**config.mk**
```make
export PLATFORM = sky130hd
export DESIGN_NAME = sdr_arb
export DESIGN_NICKNAME = d
export VERILOG_FILES = /design/src/rtl/sdr_arb_pkg.sv /design/src/rtl/sdr_arb_pick.sv /design/src/rtl/sdr_arb.sv
export SDC_FILE = /design/constraint.sdc
export NUM_CORES = 1
export LEC_CHECK = 0
export CORE_AREA = 2 2 228 230
export DETAILED_ROUTE_END_ITERATION = 10
export DIE_AREA = 0 0 230 232
export PLACE_DENSITY_LB_ADDON = 0.25
export SKIP_CTS_REPAIR_TIMING = 1
export SLEW_MARGIN = 20
export SYNTH_ARGS = -nofsm -noshare
export SYNTH_HDL_FRONTEND = slang
export SYNTH_SLANG_ARGS = --single-unit
```
**constraint.sdc**
```tcl
create_clock -name clk -period 3.01 [get_ports clk]
set_input_delay 0.4515 -clock clk [delete_from_list [all_inputs] [get_ports clk]]
set_output_delay 0.4515 -clock clk [all_outputs]
set_load 0.02 [all_outputs]
```
**src/rtl/sdr_arb_pkg.sv**
```systemverilog
// Shared definitions for the SDRAM user-port arbiter: default widths and FSM encoding.
package sdr_arb_pkg;
  localparam int SDR_ADDR_W = 25;
  localparam int SDR_DATA_W = 64;

  typedef enum logic {
    IDLE = 1'b0,
    BUSY = 1'b1
  } state_t;
endpackage

```
**src/rtl/sdr_arb_pick.sv**
```systemverilog
// Combinational winner selection: round-robin from last+1, or fixed lowest-index
// priority when SDR_ARB_FIXED_PRI_EN is defined (the last input is then absent).
module sdr_arb_pick #(
  parameter int NUM_PORTS = 4,
  parameter int IDX_W     = $clog2(NUM_PORTS)
) (
  input  logic [NUM_PORTS-1:0] req,
`ifndef SDR_ARB_FIXED_PRI_EN
  input  logic [IDX_W-1:0]     last,
`endif
  output logic [NUM_PORTS-1:0] win_oh,
  output logic [IDX_W-1:0]     win_idx
);

  logic found;
`ifndef SDR_ARB_FIXED_PRI_EN
  logic [IDX_W:0] cand;
`endif

  always_comb begin
    win_oh  = '0;
    win_idx = '0;
    found   = 1'b0;
`ifdef SDR_ARB_FIXED_PRI_EN
    for (int i = 0; i < NUM_PORTS; i++) begin
      if (!found && req[i]) begin
        found      = 1'b1;
        win_oh[i]  = 1'b1;
        win_idx    = IDX_W'(i);
      end
    end
`else
    cand = '0;
    // Walk last+1 .. last+NUM_PORTS, folding the sum back into range.
    for (int off = 1; off <= NUM_PORTS; off++) begin
      cand = {1'b0, last} + (IDX_W+1)'(off);
      if (cand >= (IDX_W+1)'(NUM_PORTS))
        cand = cand - (IDX_W+1)'(NUM_PORTS);
      if (!found && req[cand[IDX_W-1:0]]) begin
        found                   = 1'b1;
        win_oh[cand[IDX_W-1:0]] = 1'b1;
        win_idx                 = cand[IDX_W-1:0];
      end
    end
`endif
  end

endmodule

```
**src/rtl/sdr_arb.sv**
```systemverilog
// N-port arbiter in front of the SDRAM controller user port; one operation in flight.
// Define SDR_ARB_FIXED_PRI_EN for fixed lowest-index priority instead of round-robin.
module sdr_arb
  import sdr_arb_pkg::*;
#(
  parameter int NUM_PORTS = 4,
  parameter int ADDR_W    = SDR_ADDR_W,
  parameter int DATA_W    = SDR_DATA_W
) (
  input  logic                        clk,
  input  logic                        rst_n,
  input  logic [NUM_PORTS-1:0]        p_req,
  input  logic [NUM_PORTS-1:0]        p_we,
  input  logic [NUM_PORTS*ADDR_W-1:0] p_laddr,
  input  logic [NUM_PORTS*DATA_W-1:0] p_wrdata,
  output logic [NUM_PORTS-1:0]        p_done,
  output logic [DATA_W-1:0]           p_rddata,
  output logic                        m_req,
  output logic                        m_we,
  output logic [ADDR_W-1:0]           m_laddr,
  output logic [DATA_W-1:0]           m_wrdata,
  input  logic                        m_done,
  input  logic [DATA_W-1:0]           m_rddata,
  output logic [NUM_PORTS-1:0]        grant
);

  localparam int IDX_W = $clog2(NUM_PORTS);

  state_t               state_reg, state_next;
  logic [NUM_PORTS-1:0] grant_reg;
  logic [NUM_PORTS-1:0] win_oh;
  logic [IDX_W-1:0]     win_idx;
`ifndef SDR_ARB_FIXED_PRI_EN
  logic [IDX_W-1:0]     owner_reg;
  logic [IDX_W-1:0]     last_reg;
`endif

  sdr_arb_pick #(
    .NUM_PORTS (NUM_PORTS),
    .IDX_W     (IDX_W)
  ) u_pick (
    .req     (p_req),
`ifndef SDR_ARB_FIXED_PRI_EN
    .last    (last_reg),
`endif
    .win_oh  (win_oh),
    .win_idx (win_idx)
  );

  always_ff @(posedge clk or negedge rst_n) begin
    if (!rst_n) state_reg <= IDLE;
    else        state_reg <= state_next;
  end

  always_comb begin
    state_next = state_reg;
    case (state_reg)
      IDLE:    if (|p_req) state_next = BUSY;
      BUSY:    if (m_done) state_next = IDLE;
      default: state_next = IDLE;
    endcase
  end

  // Ownership bookkeeping; last pointer reset so port 0 is searched first.
  always_ff @(posedge clk or negedge rst_n) begin
    if (!rst_n) begin
      grant_reg <= '0;
`ifndef SDR_ARB_FIXED_PRI_EN
      owner_reg <= '0;
      last_reg  <= IDX_W'(NUM_PORTS-1);
`endif
    end else if (state_reg == IDLE && |p_req) begin
      grant_reg <= win_oh;
`ifndef SDR_ARB_FIXED_PRI_EN
      owner_reg <= win_idx;
`endif
    end else if (state_reg == BUSY && m_done) begin
      grant_reg <= '0;
`ifndef SDR_ARB_FIXED_PRI_EN
      last_reg  <= owner_reg;
`endif
    end
  end

`ifdef SDR_ARB_FIXED_PRI_EN
  logic unused_idx;
  assign unused_idx = ^win_idx;
`endif

  always_comb begin
    m_req    = (state_reg == BUSY);
    grant    = grant_reg;
    p_done   = {NUM_PORTS{m_done}} & grant_reg;
    p_rddata = m_rddata;
    m_we     = 1'b0;
    m_laddr  = '0;
    m_wrdata = '0;
    for (int i = 0; i < NUM_PORTS; i++) begin
      if (grant_reg[i]) begin
        m_we     = m_we | p_we[i];
        m_laddr  = m_laddr | p_laddr[i*ADDR_W +: ADDR_W];
        m_wrdata = m_wrdata | p_wrdata[i*DATA_W +: DATA_W];
      end
    end
  end

endmodule

```
[Word level (Yosys, flattened, before mapping)]
Index checks and enable logic that the tools add are counted.
Word-level totals
  bits in registers: 9
  input bits: 431
  output and inout port bits: 163
  word-level logic and storage cells: 102
Operators by class
  $add $sub $neg: 8
  $lt $le $gt $ge: 12
  multiplexer cells: 48
  bitwise operators: 15
  reductions and logical operators: 15
Operator list (count)
  64-bit two-way mux: 4
  64-bit bitwise OR: 3
  25-bit two-way mux: 4
  25-bit bitwise OR: 3
  4-bit two-way mux: 6
  1-bit two-way mux: 17
  2-bit two-way mux: 8
  3-bit greater-or-equal comparator (second input constant): 4
  2-bit by 3-bit < comparator with 1-bit output (second input constant): 4
  4-bit bitwise OR: 3
  1-bit logical AND: 9
  1-bit binary-select mux with 2-bit select: 4
  1-bit demux with 2-bit select: 4
  2-bit by 1-bit greater-or-equal comparator with 1-bit output (second input constant): 4
  2-bit by 1-bit subtractor with 2-bit output (second input constant): 4
  2-bit by 2-bit adder with 3-bit output (second input constant): 2
  4-bit bitwise AND: 1
  4-bit OR reduction: 1
  2-bit by 1-bit adder with 3-bit output (second input constant): 1
  2-bit by 3-bit adder with 3-bit output (second input constant): 1
  1-bit zero test: 3
  1-bit bitwise OR: 3
  1-bit inverter: 2
  1-bit one-hot mux with 2 select lines: 1
  other kinds (2): 2

[Depth between registers and ports, before layout]
  depth in word-level cells: 16
  mapped depth: 9

[Modules after synthesis]
A second synthesis with hierarchy kept.
Unflattened totals
  cells, all modules: 467
  area total of the unflattened synthesis: 3218.1 um^2
Modules (own cells, without submodules)
  sdr_arb: instances 1, cells an instance 408, area each 2727.6 um^2
  sdr_arb_pick: instances 1, cells an instance 59, area each 490.5 um^2

[Least setup slack after synthesis]
No wires, ideal clock.
  path kind: flip-flop to flip-flop
  from: reg last_reg[0]
  to: reg owner_reg[1]
  setup time: 0.138 ns
  arrival: 2.336 ns
  data required time: 2.872 ns
  setup slack: 0.537 ns
  stages on the path, launching flop included: 8
  path buffers: 2
  clock period less this slack: 2.473 ns
  cells stage by stage: dfstp_2 -> buf_6 -> inv_1 -> ha_1 -> buf_6 -> mux4_2 -> o41ai_1 -> a22oi_2
Between the ends
  word-level cells in the longest chain between the ends: 15
RTL lines
  start: declaration: line sdr_arb.sv:35  | logic [IDX_W-1:0] last_reg;
  start signal: assignment: line sdr_arb.sv:70  | last_reg <= IDX_W'(NUM_PORTS-1);
  start signal: assignment: line sdr_arb.sv:80  | last_reg <= owner_reg;
  2-bit by 1-bit adder with 3-bit output: line sdr_arb_pick.sv:36  | cand = {1'b0, last} + (IDX_W+1)'(off);
  3-bit greater-or-equal comparator or 2-bit by 1-bit subtractor with 2-bit output (tied branches): line sdr_arb_pick.sv:37, sdr_arb_pick.sv:38
  2-bit two-way mux: line sdr_arb_pick.sv:37  | if (cand >= (IDX_W+1)'(NUM_PORTS))
  1-bit binary-select mux with 2-bit select: line sdr_arb_pick.sv:39  | if (!found && req[cand[IDX_W-1:0]]) begin
  1-bit two-way mux (implied by the code): line sdr_arb_pick.sv:39
  1-bit two-way mux: line sdr_arb_pick.sv:39
  1-bit zero test: line sdr_arb_pick.sv:39
  1-bit logical AND: line sdr_arb_pick.sv:39
  1-bit two-way mux: line sdr_arb_pick.sv:39
  1-bit zero test: line sdr_arb_pick.sv:39
  1-bit logical AND: line sdr_arb_pick.sv:39
  1-bit two-way mux: line sdr_arb_pick.sv:39
  1-bit zero test: line sdr_arb_pick.sv:39
  1-bit logical AND: line sdr_arb_pick.sv:39
  2-bit two-way mux *: line sdr_arb_pick.sv:39
  end signal: assignment: line sdr_arb.sv:75  | owner_reg <= win_idx;
  end: declaration: line sdr_arb.sv:34  | logic [IDX_W-1:0] owner_reg;
Mark *: on every way between the ends. The rest lies on a longest branch, timed or not. The select of a mux whose other input is x is not followed.
A chain may end at the register's enable or synchronous reset.

[Final worst setup path]
  from: reg last_reg[1]
  to: reg owner_reg[0]
Same word-level chain as after synthesis.

==> flow_summary_export.csv <==
group,metric,value,unit
yosys,synth_top_cell_area_share,0.4157,
cts,cts_tree,"done",
sta,setup_viol,0,
die,die_x,230,um
setup_path,critical_path_class,"register to register",
yosys,synth_top_cells_by_count,"a22oi_1 (180), nand2_1 (99), buf_4 (65)",
finish,final_cell_area,8427,sq um
sta,period_needed,2.683,ns
setup_path,cp.arrival,2.86,ns
finish,drive_gt1_frac,0.05724,
yosys,yosys_register_bits,9,
yosys,yosys.cell_types.count,36,
setup_path,end_kind,"register",
detailed_routing,drt_iter0_drc,275,
power,cellLeakagePower,3.083,nW
sta,worst_pin_slew,0.5740,ns
yosys,avgSynthCellArea,6.916,sq um
power,p_switching,2.563,mW
detailed_routing,drc,0,
die,die-area,53360,sq um
power,power.share.sequential,0.081,
yosys,synth_top_area_cell,"a22oi_1",
sta,rsz0062_at_grt,"no",
power,ir_drop,0.0002525,V
placed_design,dpl.hpwl,23320,um
setup_path,crit_slowest_cell,"dfstp_2",
finish,layout.nets,1296,
yosys,ys_seq_area_frac,0.07005,
power,powerDensity,610.2,nW/um^2
sta,maxSlewViolCount,0,
global_route,grt_pass1_vias,5472,
detailed_routing,routedWlPerCell,17.64,um
detailed_routing,ant_nets,0,
yosys,synth_warnings,0,
sta,hold_viol,0,
power,clock_power_share,0.046,
sta,fin_hold_ws,0.4681,ns
sta,relSlewSlack,0.6132,
sta,clock_skew,0.002744,ns
detailed_routing,routed-via-count,5358,
global_route,grt_max_degree,47,
sta,timing.final.crit_share,0.8913,
detailed_routing,wl,27150,um
setup_path,worstPathRequired,3.18,ns
outcome,status,"finished, final reports clean",
detailed_routing,drtPass1Iterations,4,
yosys,syn_area,3251,sq um
die,die_y,232,um
global_route,antenna_found_initial,6,
yosys,async_flop_share,1.000,
placed_design,gp_congestion,0.7712,
setup_path,crit_chain,"inv_1 -> ha_1 -> mux4_2 -> a31oi_1 -> o21ai_0 -> a211oi_1 -> a21o_1",
setup_path,crit_path_max_incr_delay,0.65,ns
power,p_int,2.579,mW
flow_run,cap_violations,0,
min_path,hp-class,"register to register",
sta,fmax,372.7,MHz
power,p_sw_frac,0.4984,
cts,cts-root-buf,"clkbuf_16",
yosys,synth.most_common_cell,"a22oi_1",
setup_path,start_kind,"register",
sta,finalSetupTns,0,ns
cts,h-tree-depth,1,
detailed_routing,post_drt_via_cell_ratio,3.481,
finish,largest_reg_flops,4,
placed_design,portBuffers,465,
cts,clockBufferDepth,2,
cts,cts_made_buffers,3,
global_route,track_usage,0.09234,
yosys,synthTopCellsByArea,"a22oi_1 (42%), buf_4 (15%), nand2_1 (11%)",
cts,clock_sinks,9,
die,rows,83,
yosys,synth_ff_type,"dfrtp_1",
die,fp.coreArea,50890,sq um
yosys,synth_edf_count,0,
global_route,grt_pass1_wl,36520,um
die,num_io_pins,594,
setup_path,crit_fanout,12,
yosys,syn_inst,470,
power,pwr-share-comb,0.873,
cts,clkTransAtPathRegs,0.04,ns
die,initial_core_util,0.06388,
cts,clock_latency,0.23,ns
finish,area_growth,159.2,%
placed_design,postPlaceCellArea,8341,sq um
global_route,grt_overflow,0,
yosys,synth_nets,909,
-- per-layer routing --
layer  GRT usage  vias to the layer above  part of all wire  routed length (um)
met1     0.09993                     2454              0.37                9933
met2      0.1629                      326              0.49               13250
met3     0.03278                       62              0.10                2740
met5           0                        -           0.00048                  13
met4     0.03851                        2             0.045                1216
li1            -                     2514                 -                   -
-- critical path, delay by kind of cell (launching register included) --
family / cells / cell delay (ns)
DFF: 1 / 0.65
muxes: 1 / 0.63
adders and majority gates: 1 / 0.48
buffers and inverters: 1 / 0.17
AOI/OAI and AO/OA: 4 / 0.68
-- per-stage QoR --
stage	std cells	setup WS [ns]	utilization	power, mW
final	1539	0.3270	0.1656	5.142
after global routing	1537	0.1879	0.1655	5.505
after CTS	1536	0.3484	0.1655	5.231
after detailed placement	1532	0.3587	0.1639	4.972
after global placement	1532	0.3991	0.1639	5.000
after floorplan	470	0.5365	-	2.713
-- placed cells by master (no fill, tap or decap), drive strengths merged, types with 2 or more instances in the layout --
master / instances
a31oi: 5
clkbuf: 4
and2: 4
buf: 29
a22oi: 181
ha: 8
mux2i: 4
nand2: 99
mux2: 4
o41ai: 2
inv: 4
o21ai: 5
a21oi: 6
diode: 3
dfstp: 2
clkdlybuf4s50: 465
a221oi: 6
dfrtp: 7
mux4: 2
nor2: 7
-- kinds of logic after synthesis --
| logic type | share of synthesized area |
|---|---|
| compound gates | 0.4888 |
| simple gates | 0.1459 |
| buf+inv | 0.2232 |
| mux | 0.04118 |
| flops | 0.07005 |
| fa+ha+maj | 0.03079 |
-- power by group through the flow --
stage / combinational (mW) / sequential, mW / clock (mW)
floorplan: 2.47 / 0.247 / 0
global placement: 4.56 / 0.437 / 0
detailed placement: 4.53 / 0.439 / 0
CTS: 4.55 / 0.437 / 0.241
global route: 4.81 / 0.448 / 0.248
finish: 4.49 / 0.418 / 0.234
-- path summary, 6_finish.rpt --
path / slack [ns] / end / startpoint / cells past startpoint
worst max-delay path: 0.33 / owner_reg[0] / last_reg[1] / 7
worst max register to register: 0.33 / owner_reg[0] / last_reg[1] / 7
worst min-delay path: 0.47 / owner_reg[0] / owner_reg[0] / 1
min in group asynchronous: 0.53 / owner_reg[0] / rst_n / 1
max in group asynchronous: 2.13 / grant[1] / rst_n / 1
worst min register to register: 0.47 / owner_reg[0] / owner_reg[0] / 1
-- cell type report --
cell class | instances | area, sq um
fillers | 5784 | 42460
well taps | 680 | 850.8
diodes | 3 | 7.507
repair buffers | 494 | 4935
inverters | 4 | 15.01
multi-input cells | 345 | 2297
clock buffers | 4 | 78.83
flip-flops and latches | 9 | 242.7
Power figures use the tool's default switching activity.
